### config.mk
export PLATFORM = sky130hd
export DESIGN_NAME = bp_me_axil_reg_slave
export DESIGN_NICKNAME = d
export VERILOG_FILES = /design/src/rtl/bp_me_axil_reg_slave.sv
export SDC_FILE = /design/constraint.sdc
export NUM_CORES = 1
export LEC_CHECK = 0
export BUFFER_PORTS_ARGS = -buffer_cell sky130_fd_sc_hd__buf_2
export CAP_MARGIN = 20
export CELL_PAD_IN_SITES_DETAIL_PLACEMENT = 1
export CELL_PAD_IN_SITES_GLOBAL_PLACEMENT = 1
export CORE_MARGIN = 2
export CORE_UTILIZATION = 30
export DETAILED_ROUTE_END_ITERATION = 12
export PLACE_DENSITY = 0.61
export SETUP_SLACK_MARGIN = 0.4
export SYNTH_ARGS = -nofsm -noshare
export SYNTH_HDL_FRONTEND = slang
export SYNTH_SLANG_ARGS = --single-unit
### constraint.sdc
create_clock -name clk_i -period 2.33 [get_ports clk_i]
set_clock_uncertainty 0.1 [all_clocks]
set_input_delay 0.466 -clock clk_i [delete_from_list [all_inputs] [get_ports clk_i]]
set_output_delay 0.466 -clock clk_i [all_outputs]
set_load 0.02 [all_outputs]
### src/rtl/bp_me_axil_reg_slave.sv
// AXI4-Lite subordinate register bank: independent write/read FSMs over a
// small array of data-width registers, with per-register write-commit pulses.
module bp_me_axil_reg_slave #(
    parameter int                           axil_data_width_p = 32,
    parameter int                           axil_addr_width_p = 32,
    parameter int                           num_regs_p        = 8,
    parameter logic [axil_addr_width_p-1:0] base_addr_p       = '0
) (
    input  logic                                    clk_i,
    input  logic                                    reset_i,

    input  logic [axil_addr_width_p-1:0]            s_axil_awaddr_i,
    input  logic [2:0]                              s_axil_awprot_i,
    input  logic                                    s_axil_awvalid_i,
    output logic                                    s_axil_awready_o,

    input  logic [axil_data_width_p-1:0]            s_axil_wdata_i,
    input  logic [(axil_data_width_p>>3)-1:0]       s_axil_wstrb_i,
    input  logic                                    s_axil_wvalid_i,
    output logic                                    s_axil_wready_o,

    output logic [1:0]                              s_axil_bresp_o,
    output logic                                    s_axil_bvalid_o,
    input  logic                                    s_axil_bready_i,

    input  logic [axil_addr_width_p-1:0]            s_axil_araddr_i,
    input  logic [2:0]                              s_axil_arprot_i,
    input  logic                                    s_axil_arvalid_i,
    output logic                                    s_axil_arready_o,

    output logic [axil_data_width_p-1:0]            s_axil_rdata_o,
    output logic [1:0]                              s_axil_rresp_o,
    output logic                                    s_axil_rvalid_o,
    input  logic                                    s_axil_rready_i,

    output logic [num_regs_p*axil_data_width_p-1:0] regs_o,
    output logic [num_regs_p-1:0]                   reg_w_v_o
);

    localparam int W  = axil_data_width_p;
    localparam int AW = axil_addr_width_p;
    localparam int NB = W / 8;
    localparam int LG = $clog2(NB);
    localparam int IW = $clog2(num_regs_p);
    localparam logic [AW-1:0] span_c        = AW'(num_regs_p * NB);
    localparam logic [1:0]    resp_okay_c   = 2'b00;
    localparam logic [1:0]    resp_slverr_c = 2'b10;

    typedef enum logic [1:0] {W_IDLE, W_HAVE_AW, W_HAVE_W, W_RESP} w_state_e;
    typedef enum logic {R_IDLE, R_RESP} r_state_e;

    w_state_e w_state_reg, w_state_next;
    r_state_e r_state_reg, r_state_next;

    logic [AW-1:0]         awaddr_reg;
    logic [W-1:0]          wdata_reg;
    logic [NB-1:0]         wstrb_reg;
    logic [1:0]            bresp_reg;
    logic [1:0]            rresp_reg;
    logic [W-1:0]          rdata_reg;
    logic [num_regs_p-1:0] reg_w_v_reg;
    logic [num_regs_p-1:0] reg_we;
    logic [W-1:0]          regs_arr [num_regs_p];

    logic          awready, wready, arready;
    logic          aw_hs, w_hs, b_hs, ar_hs, r_hs;
    logic          commit;
    logic [AW-1:0] commit_addr, wr_off, rd_off;
    logic [W-1:0]  commit_data;
    logic [NB-1:0] commit_strb;
    logic          wr_legal, rd_legal;
    logic [IW-1:0] wr_idx, rd_idx;
    logic          unused_prot;

    assign unused_prot = ^{s_axil_awprot_i, s_axil_arprot_i};

    // Handshake-facing outputs are forced low while reset is held, not just after its edge.
    assign awready = !reset_i && (w_state_reg == W_IDLE || w_state_reg == W_HAVE_W);
    assign wready  = !reset_i && (w_state_reg == W_IDLE || w_state_reg == W_HAVE_AW);
    assign arready = !reset_i && (r_state_reg == R_IDLE);

    assign s_axil_awready_o = awready;
    assign s_axil_wready_o  = wready;
    assign s_axil_arready_o = arready;
    assign s_axil_bvalid_o  = !reset_i && (w_state_reg == W_RESP);
    assign s_axil_rvalid_o  = !reset_i && (r_state_reg == R_RESP);
    assign s_axil_bresp_o   = reset_i ? 2'b00 : bresp_reg;
    assign s_axil_rresp_o   = reset_i ? 2'b00 : rresp_reg;
    assign s_axil_rdata_o   = reset_i ? '0 : rdata_reg;
    assign reg_w_v_o        = reset_i ? '0 : reg_w_v_reg;

    assign aw_hs = s_axil_awvalid_i && awready;
    assign w_hs  = s_axil_wvalid_i && wready;
    assign b_hs  = s_axil_bvalid_o && s_axil_bready_i;
    assign ar_hs = s_axil_arvalid_i && arready;
    assign r_hs  = s_axil_rvalid_o && s_axil_rready_i;

    always_comb begin
        w_state_next = w_state_reg;
        unique case (w_state_reg)
            W_IDLE: begin
                if (aw_hs && w_hs)  w_state_next = W_RESP;
                else if (aw_hs)     w_state_next = W_HAVE_AW;
                else if (w_hs)      w_state_next = W_HAVE_W;
            end
            W_HAVE_AW: if (w_hs)  w_state_next = W_RESP;
            W_HAVE_W:  if (aw_hs) w_state_next = W_RESP;
            W_RESP:    if (b_hs)  w_state_next = W_IDLE;
            default:              w_state_next = W_IDLE;
        endcase
    end

    // The half that arrives last comes straight from the bus; the other from the capture registers.
    assign commit      = (w_state_reg != W_RESP) && (w_state_next == W_RESP);
    assign commit_addr = (w_state_reg == W_HAVE_AW) ? awaddr_reg : s_axil_awaddr_i;
    assign commit_data = (w_state_reg == W_HAVE_W) ? wdata_reg : s_axil_wdata_i;
    assign commit_strb = (w_state_reg == W_HAVE_W) ? wstrb_reg : s_axil_wstrb_i;

    assign wr_off   = commit_addr - base_addr_p;
    assign wr_legal = (wr_off < span_c) && (wr_off[LG-1:0] == '0);
    assign wr_idx   = IW'(wr_off >> LG);

    assign rd_off   = s_axil_araddr_i - base_addr_p;
    assign rd_legal = (rd_off < span_c) && (rd_off[LG-1:0] == '0);
    assign rd_idx   = IW'(rd_off >> LG);

    always_ff @(posedge clk_i) begin
        if (reset_i) begin
            w_state_reg <= W_IDLE;
            awaddr_reg  <= '0;
            wdata_reg   <= '0;
            wstrb_reg   <= '0;
            bresp_reg   <= 2'b00;
            reg_w_v_reg <= '0;
        end else begin
            w_state_reg <= w_state_next;
            if (aw_hs) awaddr_reg <= s_axil_awaddr_i;
            if (w_hs) begin
                wdata_reg <= s_axil_wdata_i;
                wstrb_reg <= s_axil_wstrb_i;
            end
            reg_w_v_reg <= reg_we;
            if (commit) bresp_reg <= wr_legal ? resp_okay_c : resp_slverr_c;
        end
    end

    for (genvar gi = 0; gi < num_regs_p; gi++) begin : g_reg
        logic [W-1:0] data_reg;

        assign reg_we[gi] = commit && wr_legal && (wr_idx == IW'(gi));

        always_ff @(posedge clk_i) begin
            if (reset_i) begin
                data_reg <= '0;
            end else if (reg_we[gi]) begin
                for (int k = 0; k < NB; k++) begin
                    if (commit_strb[k]) data_reg[8*k +: 8] <= commit_data[8*k +: 8];
                end
            end
        end

        assign regs_arr[gi]      = data_reg;
        assign regs_o[gi*W +: W] = data_reg;
    end

    always_comb begin
        r_state_next = r_state_reg;
        unique case (r_state_reg)
            R_IDLE:  if (ar_hs) r_state_next = R_RESP;
            R_RESP:  if (r_hs)  r_state_next = R_IDLE;
            default:            r_state_next = R_IDLE;
        endcase
    end

    // Read data samples pre-edge contents, so a same-edge write commit is not yet visible.
    always_ff @(posedge clk_i) begin
        if (reset_i) begin
            r_state_reg <= R_IDLE;
            rdata_reg   <= '0;
            rresp_reg   <= 2'b00;
        end else begin
            r_state_reg <= r_state_next;
            if (ar_hs) begin
                rdata_reg <= rd_legal ? regs_arr[rd_idx] : '0;
                rresp_reg <= rd_legal ? resp_okay_c : resp_slverr_c;
            end
        end
    end

endmodule

# After elaboration in Yosys (flattened, before gate mapping)
# Cells that the tools add are included.
# totals
mem_count	0
input_bits	113
elab_cells	143
rom_bits	0
ram_bits	0
out_inout_bits	305
latch_bits	0
regBits	371
# classes
reduce_logical	62
magnitude_cmp	3
shifts	0
add_sub_neg	0
n_bitwise	2
n_mux	23
div_mod_pow	0
mul	0
eq_ne	12
# ops
cell	count
$mux W32	6
$bmux W32 S3	1
$lt A32 B6 Y1 const B	2
$reduce_and A2 Y1	32
$logic_and A1 B1 Y1	23
$mux W2	10
$eq A3 B3 Y1 const B	4
$mux W8	1
$pmux W2 S4	1
$eq A2 B2 Y1 const B	3
$eq A3 B2 Y1 const B	2
$logic_not A2 Y1	3
$ge A4 B4 Y1 const B	1
$mux W4	1
$not A3 Y4	1
$eq A3 B1 Y1 const B	1
$logic_not A3 Y1	1
$eq A2 B1 Y1 const B	1
$logic_or A1 B1 Y1	2
$mux W1	2
$ne A2 B2 Y1 const B	1
$pmux W1 S2	1
$logic_not A1 Y1	1
$not A1 Y1	1

# Logic depth before layout (Yosys ltp)
# Gate-level depths: netlist of run 1.
# logic_depth
ltp_word	13
depth_mapped	8

# Worst setup path after synthesis of run 1
# Ideal clock, no wire load.
# synth_path
kind	input to register
from	input s_axil_awaddr_i[23]
to	register g_reg[0].data_reg[10]
required_time_ns	2.109
n_path_buf	0
arrival_ns	1.998
path_slack_ns	0.112
path_stages	5
path_cell_list	nor4_1 nand4_1 mux2_2 nor3_4 mux2_2
# synth_via
elab_chain_cells	6
# synth_lines
item	line	text
from (decl)	12	input logic [axil_addr_width_p-1:0] s_axil_awaddr_i,
$mux W32	115	assign commit_addr = (w_state_reg == W_HAVE_AW) ? awaddr_reg : s_axil_awaddr_i;
$lt A32 B6 Y1	120	assign wr_legal = (wr_off < span_c) && (wr_off[LG-1:0] == '0);
$logic_and A1 B1 Y1	120	
$logic_and A1 B1 Y1 (2 in a row)	150	assign reg_we[gi] = commit && wr_legal && (wr_idx == IW'(gi));
$reduce_and A2 Y1 (no line)	n/a	
to (signal, indexed assignment)	157	if (commit_strb[k]) data_reg[8*k +: 8] <= commit_data[8*k +: 8];
to (decl)	148	logic [W-1:0] data_reg;
# No other way between the ends.
# A chain may end at the register's enable or synchronous reset.

# Worst setup path after layout of run 1
# layout_path
from	register w_state_reg[1]
to	register g_reg[4].data_reg[15]
# layout_via
elab_chain_cells	13
# layout_lines
item	line	text
from (decl)	52	w_state_e w_state_reg, w_state_next;
from (signal assigned)	136	w_state_reg <= w_state_next;
parallel branches: the longest is 13 deep, another holds $lt A32 B6 Y1	n/a	
to (signal, indexed assignment)	157	
to (decl)	148	
# Parallel ways; which one is timed is not known.

==> impl_metrics.tcl, run 1 <==
set metrics [dict create \
    status "complete, no violations" \
    die_h_um 243.1 \
    layout_common_cells "buf_2 (387), dfxtp_1 (365), nand2b_1 (260)" \
    rsz0062_at_grt "true" \
    start_util_pct 30.36 \
    first_global_vias 15433 \
    ff2ff_path_depth 7 \
    die-area_mm2 0.05910 \
    swShare_pct 24.57 \
    overflow 0 \
    htreeDepth 2 \
    period_share_pct 94.42 \
    crit_arrival_ns 2.56 \
    slew_headroom_pct 56.30 \
    synth_area_leaders "dfxtp_1 (43%), mux2i_1 (13%), nand2b_1 (9.6%), mux4_2 (8.4%), mux2_2 (4.3%)" \
    final_common_cell "buf_2" \
    synthFlopType "dfxtp_1" \
    viasPerCell 4.869 \
    r2r-start "w_state_reg[1]" \
    finalHoldViolations 0 \
    drive_above_1_share_pct 40.23 \
    crit_slowest_cell "dfxtp_4" \
    clkPwrFrac_pct 48.0 \
    grt_pass1_wl_mm 98.01 \
    post-route-cell-area_mm2 0.02461 \
    drtPass1Iterations 4 \
    io_pins 418 \
    finalSetupViolCount 0 \
    dp_hpwl_mm 46.35 \
    insertion_delay_ns 0.58 \
    track_usage_pct 21.66 \
    cts_tree "built" \
    cts.clk_slew.worst_paths_ns 0.06 \
    synthCells 1639 \
    core_area_mm2 0.05650 \
    path_max_fanout 8 \
    vias 14534 \
    post-route-min-period_ns 2.200 \
    drc_errors 0 \
    post-route-util_pct 43.56 \
    synth_top_cell_area_share_pct 43.07 \
    drv_cap 0 \
    syn_area_mm2 0.01715 \
    io_buffers 409 \
    start_kind "register" \
    path_class "reg -> reg" \
    sequentialPowerShare_pct 42.7 \
    p_leak_uw 0.01164 \
    p_comb_share_pct 9.3 \
    grt_antenna_before_repair 3 \
    cts-root-buf "clkbuf_16" \
    grt_max_degree 80 \
    synth-edff-count 0 \
    routed_wl_mm 65.58 \
    synth_top_area_cell "dfxtp_1" \
    ys_warn_count 0 \
    switchingPower_uw 3720 \
    numCtsBuffers 45 \
    wl_per_cell_um 21.97 \
    min_to "awaddr_reg[28]" \
    whs_path_depth 3 \
    drt.antenna.violating_nets 0 \
    layout.nets 2305 \
    die_w_um 243.1 \
    r2r_slack_ns 0.13 \
    worstReg2RegEnd "g_reg[4].data_reg[15]" \
    place_area_mm2 0.02140 \
    largest_reg_flops 256 \
    hp-class "in -> reg" \
    cp.required_ns 2.69 \
    worstHoldStart "s_axil_awaddr_i[28]" \
    setup.worst_path.end_class "register" \
    yosys_register_bits 369 \
    async_reset_ff_share_pct 0 \
    syn_area_per_cell_um2 10.47 \
    vdd_drop_max_mv 0.5424 \
    synthDistinctLibCells 44 \
    numClockSinks 369 \
    slowest_delay_ns 0.37 \
    fmax_ghz 0.4545 \
    drt_iter0_drc 505 \
    gp_congestion 0.8046 \
    crit_chain "buf_4 -> nor4bb_1 -> a31o_2 -> nand4_1 -> nor3_4 -> buf_12 -> mux2_2" \
    area_delta_synth_final_pct 43.48 \
    seq_area_frac_synth_pct 43.07 \
    worst_pin_slew_ns 0.6555 \
    maxSlewViolCount 0 \
    ctsLongestPathBuffers 3 \
    power.total_uw 15140 \
    rows 87 \
    p_per_area_mw_per_mm2 615.3 \
    intPower_uw 11420 \
]
-- worst max-delay path, delay by kind of cell (launching register included) --
kind	cells	cell delay [ns]
simple gates	3	0.72
flops	1	0.37
buf+inv	2	0.34
mux	1	0.34
compound gates	1	0.20
-- metal layers --
metal  track usage [%]  wire [um]
met1             25.83      27040
met2             37.69      32300
met3             5.982       4253
met4             6.712       1985
met5                 0          0
-- worst max-delay path by stage --
stage	start	endpoint	slack, ns	depth (start not counted)
global placement	s_axil_awaddr_i[31]	g_reg[6].data_reg[15]	-0.43	9
detailed placement	s_axil_awaddr_i[31]	g_reg[6].data_reg[15]	-0.40	9
global route	awaddr_reg[22]	g_reg[4].data_reg[15]	0.03	7
floorplan	w_state_reg[1]	g_reg[5].data_reg[10]	0.14	6
CTS	awaddr_reg[22]	g_reg[6].data_reg[9]	0.09	7
finish	w_state_reg[1]	g_reg[4].data_reg[15]	0.13	7
-- cell type report --
cell class	instances	area [um2]
inverters	5	18.77
multi-input cells	1155	9981
clock buffers	69	1368
clock inverters	13	170.2
fillers	6215	31880
flip-flops and latches	369	7397
repair buffers	616	4726
well taps	756	945.9
diodes	2	5.005
-- power by group through the flow --
stage | combinational [uW] | sequential (uW) | clock (uW)
6_report | 1410 | 6470 | 7260
2_1_floorplan | 694 | 6580 | 0
3_3_place_gp | 1140 | 6590 | 0
4_1_cts | 1370 | 6470 | 7460
5_1_grt | 1520 | 6480 | 7750
3_5_place_dp | 1170 | 6600 | 0
-- cells in the mapped netlist, types with 18 or more instances --
library cell	n
dfxtp_1	369
nand2b_1	263
mux2i_1	229
nand2_1	173
nor2b_1	108
o21ai_0	101
clkbuf_1	75
mux2_2	66
mux4_2	64
a21o_1	25
nor2_1	22
nor4_1	18
-- stage by stage --
stage               cells  worst slack, ns  hold WS [ns]  setup TNS [ns]
finish               2985           0.1299       0.02567               0
global route         2985          0.02618       0.01613               0
CTS                  2964          0.08779     0.0009814               0
detailed placement   2813          -0.3969        0.3678          -59.24
global placement     2813          -0.4263        0.3601          -67.80
floorplan            1640           0.1402        0.3464               0
-- kinds of logic after synthesis --
family                 after synthesis  share of synthesized area [%]
and+or+nand+nor                    648                          22.84
muxes                              361                          26.32
other                                1                        0.02186
buffers and inverters              116                          3.035
DFF                                369                          43.07
AOI/OAI and AO/OA                  144                          4.720
-- timing repair --
action                     in CTS  in global routing
hold buffers                   38                  0
cloned                          5                  1
pin swaps                      22                 21
setup buffers                  26                 18
resized for setup             133                 53
setup endpoints to repair     298                289
hold endpoints to repair       38                  0
No activity file was read; power rests on OpenSTA's default activity.
==> run 2: changes to the inputs <==
--- a/config.mk
+++ b/config.mk
@@ -12,7 +12,8 @@
 export CORE_MARGIN = 2
 export CORE_UTILIZATION = 30
 export DETAILED_ROUTE_END_ITERATION = 12
-export PLACE_DENSITY = 0.61
+export PLACE_DENSITY = 0.65
+export RECOVER_POWER = 100
 export SETUP_SLACK_MARGIN = 0.4
 export SYNTH_ARGS = -nofsm -noshare
 export SYNTH_HDL_FRONTEND = slang
==> run 2 against run 1 <==
  * Wire length is 2.3% higher
  * Final area decreased by 4.8%
  * Register-to-register slack lost 0.07 ns
  * Die area did not move
  * Critical path type unchanged
==> impl_metrics.tcl, run 2 (synthesis results as in run 1) <==
set metrics [dict create \
    crit_arrival_ns 2.66 \
    start_util_pct 30.36 \
    rsz0062_at_grt "true" \
    post-route-min-period_ns 2.273 \
    crit_end "g_reg[1].data_reg[7]" \
    post-route-util_pct 41.47 \
    hp-class "in -> reg" \
    fmax_ghz 0.4400 \
    cts_tree "built" \
    r2r_slack_ns 0.06 \
    gp_congestion 0.8190 \
    r2r-start "w_state_reg[0]" \
    vdd_drop_max_mv 0.5416 \
    grt_antenna_before_repair 2 \
    finalHoldViolations 0 \
    finalSetupViolCount 0 \
    cts.clk_slew.worst_paths_ns 0.06 \
    routed_wl_mm 67.11 \
    core_area_mm2 0.05650 \
    cts-root-buf "clkbuf_16" \
    viasPerCell 4.910 \
    slew_headroom_pct 16.17 \
    first_global_vias 15464 \
    largest_reg_flops 256 \
    drc_errors 0 \
    htreeDepth 2 \
    status "complete, no violations" \
    grt_pass1_wl_mm 99.27 \
    dp_cells 2800 \
    final_common_cell "dfxtp_1" \
    p_leak_uw 0.009909 \
    worst_pin_slew_ns 1.257 \
    worstReg2RegEnd "g_reg[1].data_reg[7]" \
    die_h_um 243.1 \
    io_pins 418 \
    numCtsBuffers 44 \
    drtPass1Iterations 4 \
    dp_hpwl_mm 45.56 \
    maxSlewViolCount 0 \
    drt.antenna.violating_nets 0 \
    grt_max_degree 73 \
    period_share_pct 97.53 \
    die_w_um 243.1 \
    wl_per_cell_um 22.69 \
    numClockSinks 369 \
    vias 14525 \
    layout_common_cells "dfxtp_1 (364), clkbuf_1 (306), nand2b_1 (260)" \
    overflow 0 \
    worst_hold_slack_ns 0.02773 \
    ff2ff_path_depth 9 \
    drv_cap 0 \
    die-area_mm2 0.05910 \
    layout.nets 2281 \
    area_delta_synth_final_pct 36.60 \
    track_usage_pct 22.12 \
    fin_cells 2958 \
    drive_above_1_share_pct 25.14 \
    post-route-cell-area_mm2 0.02343 \
    worst_setup_path_startpoint "w_state_reg[0]" \
    place_area_mm2 0.02143 \
    insertion_delay_ns 0.57 \
    io_buffers 409 \
    path_class "reg -> reg" \
    path_max_fanout 8 \
    cp.required_ns 2.72 \
    setup.worst_path.end_class "register" \
    ctsLongestPathBuffers 3 \
    fill_cells 6422 \
    fin_setup_tns_ns 0 \
    rows 87 \
    drt_iter0_drc 642 \
    p_per_area_mw_per_mm2 621.2 \
    start_kind "register" \
]
[run 2: cell count changes in the layout (fill, tap and decap cells not counted), moves of 11 or more]
cell	before	now
buf_6	37	21
clkbuf_1	10	306
nor2b_4	13	2
clkbuf_2	0	15
buf_12	46	31
buf_4	89	70
buf_2	387	108
[run 2: worst max-delay path, cell delays in order, from the launching register on]
cell	delay, ns
dfxtp_4	0.37
buf_4	0.12
nand2b_4	0.09
clkbuf_1	0.15
a31oi_4	0.29
nand2b_4	0.22
buf_4	0.16
nand4b_1	0.12
buf_2	0.34
mux2i_1	0.24
[run 2: routing by layer]
metal | GRT usage (%) | vias up | share of wire, %
li1 | - | 6742 | -
met1 | 26.24 | 7283 | 41
met2 | 38.77 | 373 | 49
met3 | 5.363 | 125 | 6.0
met4 | 7.777 | 2 | 3.3
met5 | 0 | - | 0.010
[run 2: cell type report]
cell class                 count  area (um2)  share of cell area, %
multi-input combinational   1155        9792                  41.79
sequential                   369        7398                  31.57
timing repair buffer         593        3908                  16.68
clock buffer                  69        1276                  5.447
tap                          756       945.9                  4.037
clock inverter                 9       87.58                 0.3738
inverter                       5       18.77                0.08010
antenna                        2       5.005                0.02136
[run 2: timing repair]
item	in CTS	in global routing
buffers inserted	22	7
gates cloned	10	0
endpoints found under the hold margin	40	0
setup endpoints to repair	310	287
resized for setup	106	46
hold buffers	39	0
pin swaps	39	28
[run 2: power by group]
group          leakage [uW]  switching, uW  total (uW)  internal, uW
Combinational       0.00626            784        1430           641
Clock              0.000662           2790        6660          3870
Sequential          0.00299           70.7        6470          6400
[run 2: how the worst min path moves through the flow]
stage               cells past startpoint        endpoint  slack (ns)                 from
floorplan                               2    wstrb_reg[1]        0.35         wstrb_reg[1]
global placement                        2    wstrb_reg[2]        0.36         wstrb_reg[2]
detailed placement                      2    wdata_reg[6]        0.37         wdata_reg[6]
CTS                                     3  awaddr_reg[10]       0.001  s_axil_awaddr_i[10]
global route                            3   wdata_reg[13]        0.03   s_axil_wdata_i[13]
finish                                  3   wdata_reg[15]        0.03   s_axil_wdata_i[15]
[run 2: stage by stage]
stage	total power [uW]	worst slack, ns
floorplan	7272	0.1402
global placement	7743	-0.5090
detailed placement	7779	-0.5277
CTS	14770	0.03867
global route	15110	-0.03411
finish	14560	0.05744
==> run 3: changes to the inputs <==
--- a/config.mk
+++ b/config.mk
@@ -12,7 +12,7 @@
 export CORE_MARGIN = 2
 export CORE_UTILIZATION = 30
 export DETAILED_ROUTE_END_ITERATION = 12
-export PLACE_DENSITY = 0.65
+export PLACE_DENSITY = 0.68
 export RECOVER_POWER = 100
 export SETUP_SLACK_MARGIN = 0.4
 export SYNTH_ARGS = -nofsm -noshare
==> run 3 against run 2 <==
  * Sequential share of layout area is 0.73 points lower
  * Via count is 0.32% higher
  * Worst hold slack better by 0.0068 ns
  * Sequential power hardly changed
  * Wire length is 0.73% higher
  * First-iteration DRC count is 11% lower
  * Power is 2.9% higher
  * Maximum frequency is 1.1% higher
==> impl_metrics.tcl, run 3 (synthesis results as in run 1) <==
set metrics [dict create \
    status "complete, no violations" \
    cts-root-buf "clkbuf_16" \
    largest_reg_flops 256 \
    worstReg2RegEnd "g_reg[4].data_reg[14]" \
    die_h_um 243.1 \
    top_usage_layer "met2" \
    grtUsageMet2_pct 39.97 \
    path_class "reg -> reg" \
    multiInputGateArea_mm2 0.009891 \
    core_area_mm2 0.05650 \
    fill_cells 6414 \
    min_to "awaddr_reg[19]" \
    numClockSinks 369 \
    slew_headroom_pct 61.20 \
    wl_per_cell_um 22.71 \
    die-area_mm2 0.05910 \
    ff2ff_path_depth 8 \
    io_pins 418 \
    track_usage_pct 22.53 \
    overflow 0 \
    worstHoldStart "s_axil_awaddr_i[19]" \
    finalSetupViolCount 0 \
    hp-class "in -> reg" \
    drv_cap 0 \
    gp_congestion 0.8264 \
    maxSlewViolCount 0 \
    fin_setup_tns_ns 0 \
    die_w_um 243.1 \
    routed_wl_mm 67.60 \
    finalHoldViolations 0 \
    drt.antenna.violating_nets 0 \
    vdd_drop_max_mv 0.4451 \
    worst_pin_slew_ns 0.5820 \
    viasPerCell 4.897 \
    rows 87 \
    p_leak_uw 0.01030 \
    whs_path_depth 3 \
    ctsLongestPathBuffers 3 \
    grt_pass1_wl_mm 101.6 \
    setup.worst_path.end_class "register" \
    rsz0062_at_grt "true" \
    period_share_pct 96.48 \
    use_met1_pct 27.61 \
    cp.required_ns 2.68 \
    htreeDepth 2 \
    insertion_delay_ns 0.58 \
    vias 14572 \
    cts.clk_slew.worst_paths_ns 0.06 \
    grt_util_met3_pct 4.589 \
    post-route-min-period_ns 2.248 \
    crit_arrival_ns 2.60 \
    ff_latch_area_mm2 0.007397 \
    r2r_slack_ns 0.08 \
    start_util_pct 30.36 \
    dp_hpwl_mm 46.96 \
    cts_tree "built" \
    layout.nets 2292 \
    drtPass1Iterations 4 \
    io_buffers 409 \
    area_delta_synth_final_pct 39.83 \
    path_max_fanout 8 \
    fin_cells 2976 \
    fmax_ghz 0.4448 \
    grt_max_degree 99 \
    first_global_vias 15675 \
    drive_above_1_share_pct 26.06 \
    drc_errors 0 \
    grt_antenna_before_repair 4 \
    start_kind "register" \
    layout_common_cells "dfxtp_1 (365), clkbuf_1 (300), nand2b_1 (261)" \
    r2r-start "awaddr_reg[22]" \
    drt_iter0_drc 571 \
    dp_cells 2821 \
    p_per_area_mw_per_mm2 624.6 \
    final_common_cell "dfxtp_1" \
    numCtsBuffers 45 \
]
[run 3: cell types whose count changed in the layout (fill, tap and decap cells not counted), moves of 8 or more]
cell,before,now
clkbuf_2,15,7
buf_12,31,54
mux2_4,42,66
mux2_2,17,1
mux2_1,8,0
[run 3: area by class of cell]
class | instances | share of cell area (%)
multi-input cells | 1155 | 41.24
clock buffers | 66 | 5.566
repair buffers | 603 | 17.55
well taps | 756 | 3.944
diodes | 6 | 0.06260
clock inverters | 16 | 0.7147
inverters | 5 | 0.07825
flip-flops and latches | 369 | 30.84
[run 3: power by group]
part           total [uW]  internal [uW]  switching, uW  leakage, uW
Sequential           6470           6400           64.2      0.00299
Combinational        1390            602            784      0.00657
Clock                7130           4220           2910     0.000743
[run 3: worst max-delay path by stage]
stage          cells after the start                     to  slack [ns]                start
6_report                           8  g_reg[4].data_reg[14]        0.08       awaddr_reg[22]
5_1_grt                            9  g_reg[1].data_reg[23]       -0.04       awaddr_reg[22]
4_1_cts                            8  g_reg[4].data_reg[14]       -0.02       awaddr_reg[22]
3_5_place_dp                       9  g_reg[4].data_reg[15]       -0.45  s_axil_awaddr_i[31]
3_3_place_gp                       9  g_reg[4].data_reg[15]       -0.43  s_axil_awaddr_i[31]
2_1_floorplan                      6  g_reg[5].data_reg[10]        0.14       w_state_reg[1]
[run 3: layer usage]
metal	up-vias	share of wire, %
li1	6763	-
met1	7340	42
met2	378	50
met3	91	5.7
met4	0	2.4
met5	-	0
[run 3: repair_timing]
| action | in CTS | in global routing |
|---|---|---|
| buffers inserted | 14 | 5 |
| hold buffers | 40 | 0 |
| pin swaps | 28 | 9 |
| endpoints found under the hold margin | 41 | 0 |
| gates resized for setup | 125 | 33 |
| gates cloned | 8 | 0 |
| setup endpoints to repair | 311 | 282 |
[run 3: stage by stage]
stage | hold WS, ns | setup WS (ns) | area, um2 | power [uW] | utilization, %
2_1_floorplan | 0.3464 | 0.1402 | 17460 | 7272 | -
3_3_place_gp | 0.3591 | -0.4285 | 21530 | 7750 | 38.11
3_5_place_dp | 0.3665 | -0.4508 | 21530 | 7792 | 38.11
4_1_cts | 0.000007994 | -0.01736 | 24370 | 15190 | 43.13
5_1_grt | 0.02824 | -0.04001 | 23970 | 15570 | 42.44
6_report | 0.03458 | 0.08191 | 23980 | 14980 | 42.45
[run 3: critical path, cell delays in order, from the launching register on]
cell and delay, ns:
dfxtp_2 0.33, nor4_4 0.28, buf_4 0.15, nand4_1 0.09, buf_6 0.16, mux2_4 0.36, nor3_4 0.18, buf_12 0.17
mux2_4 0.31
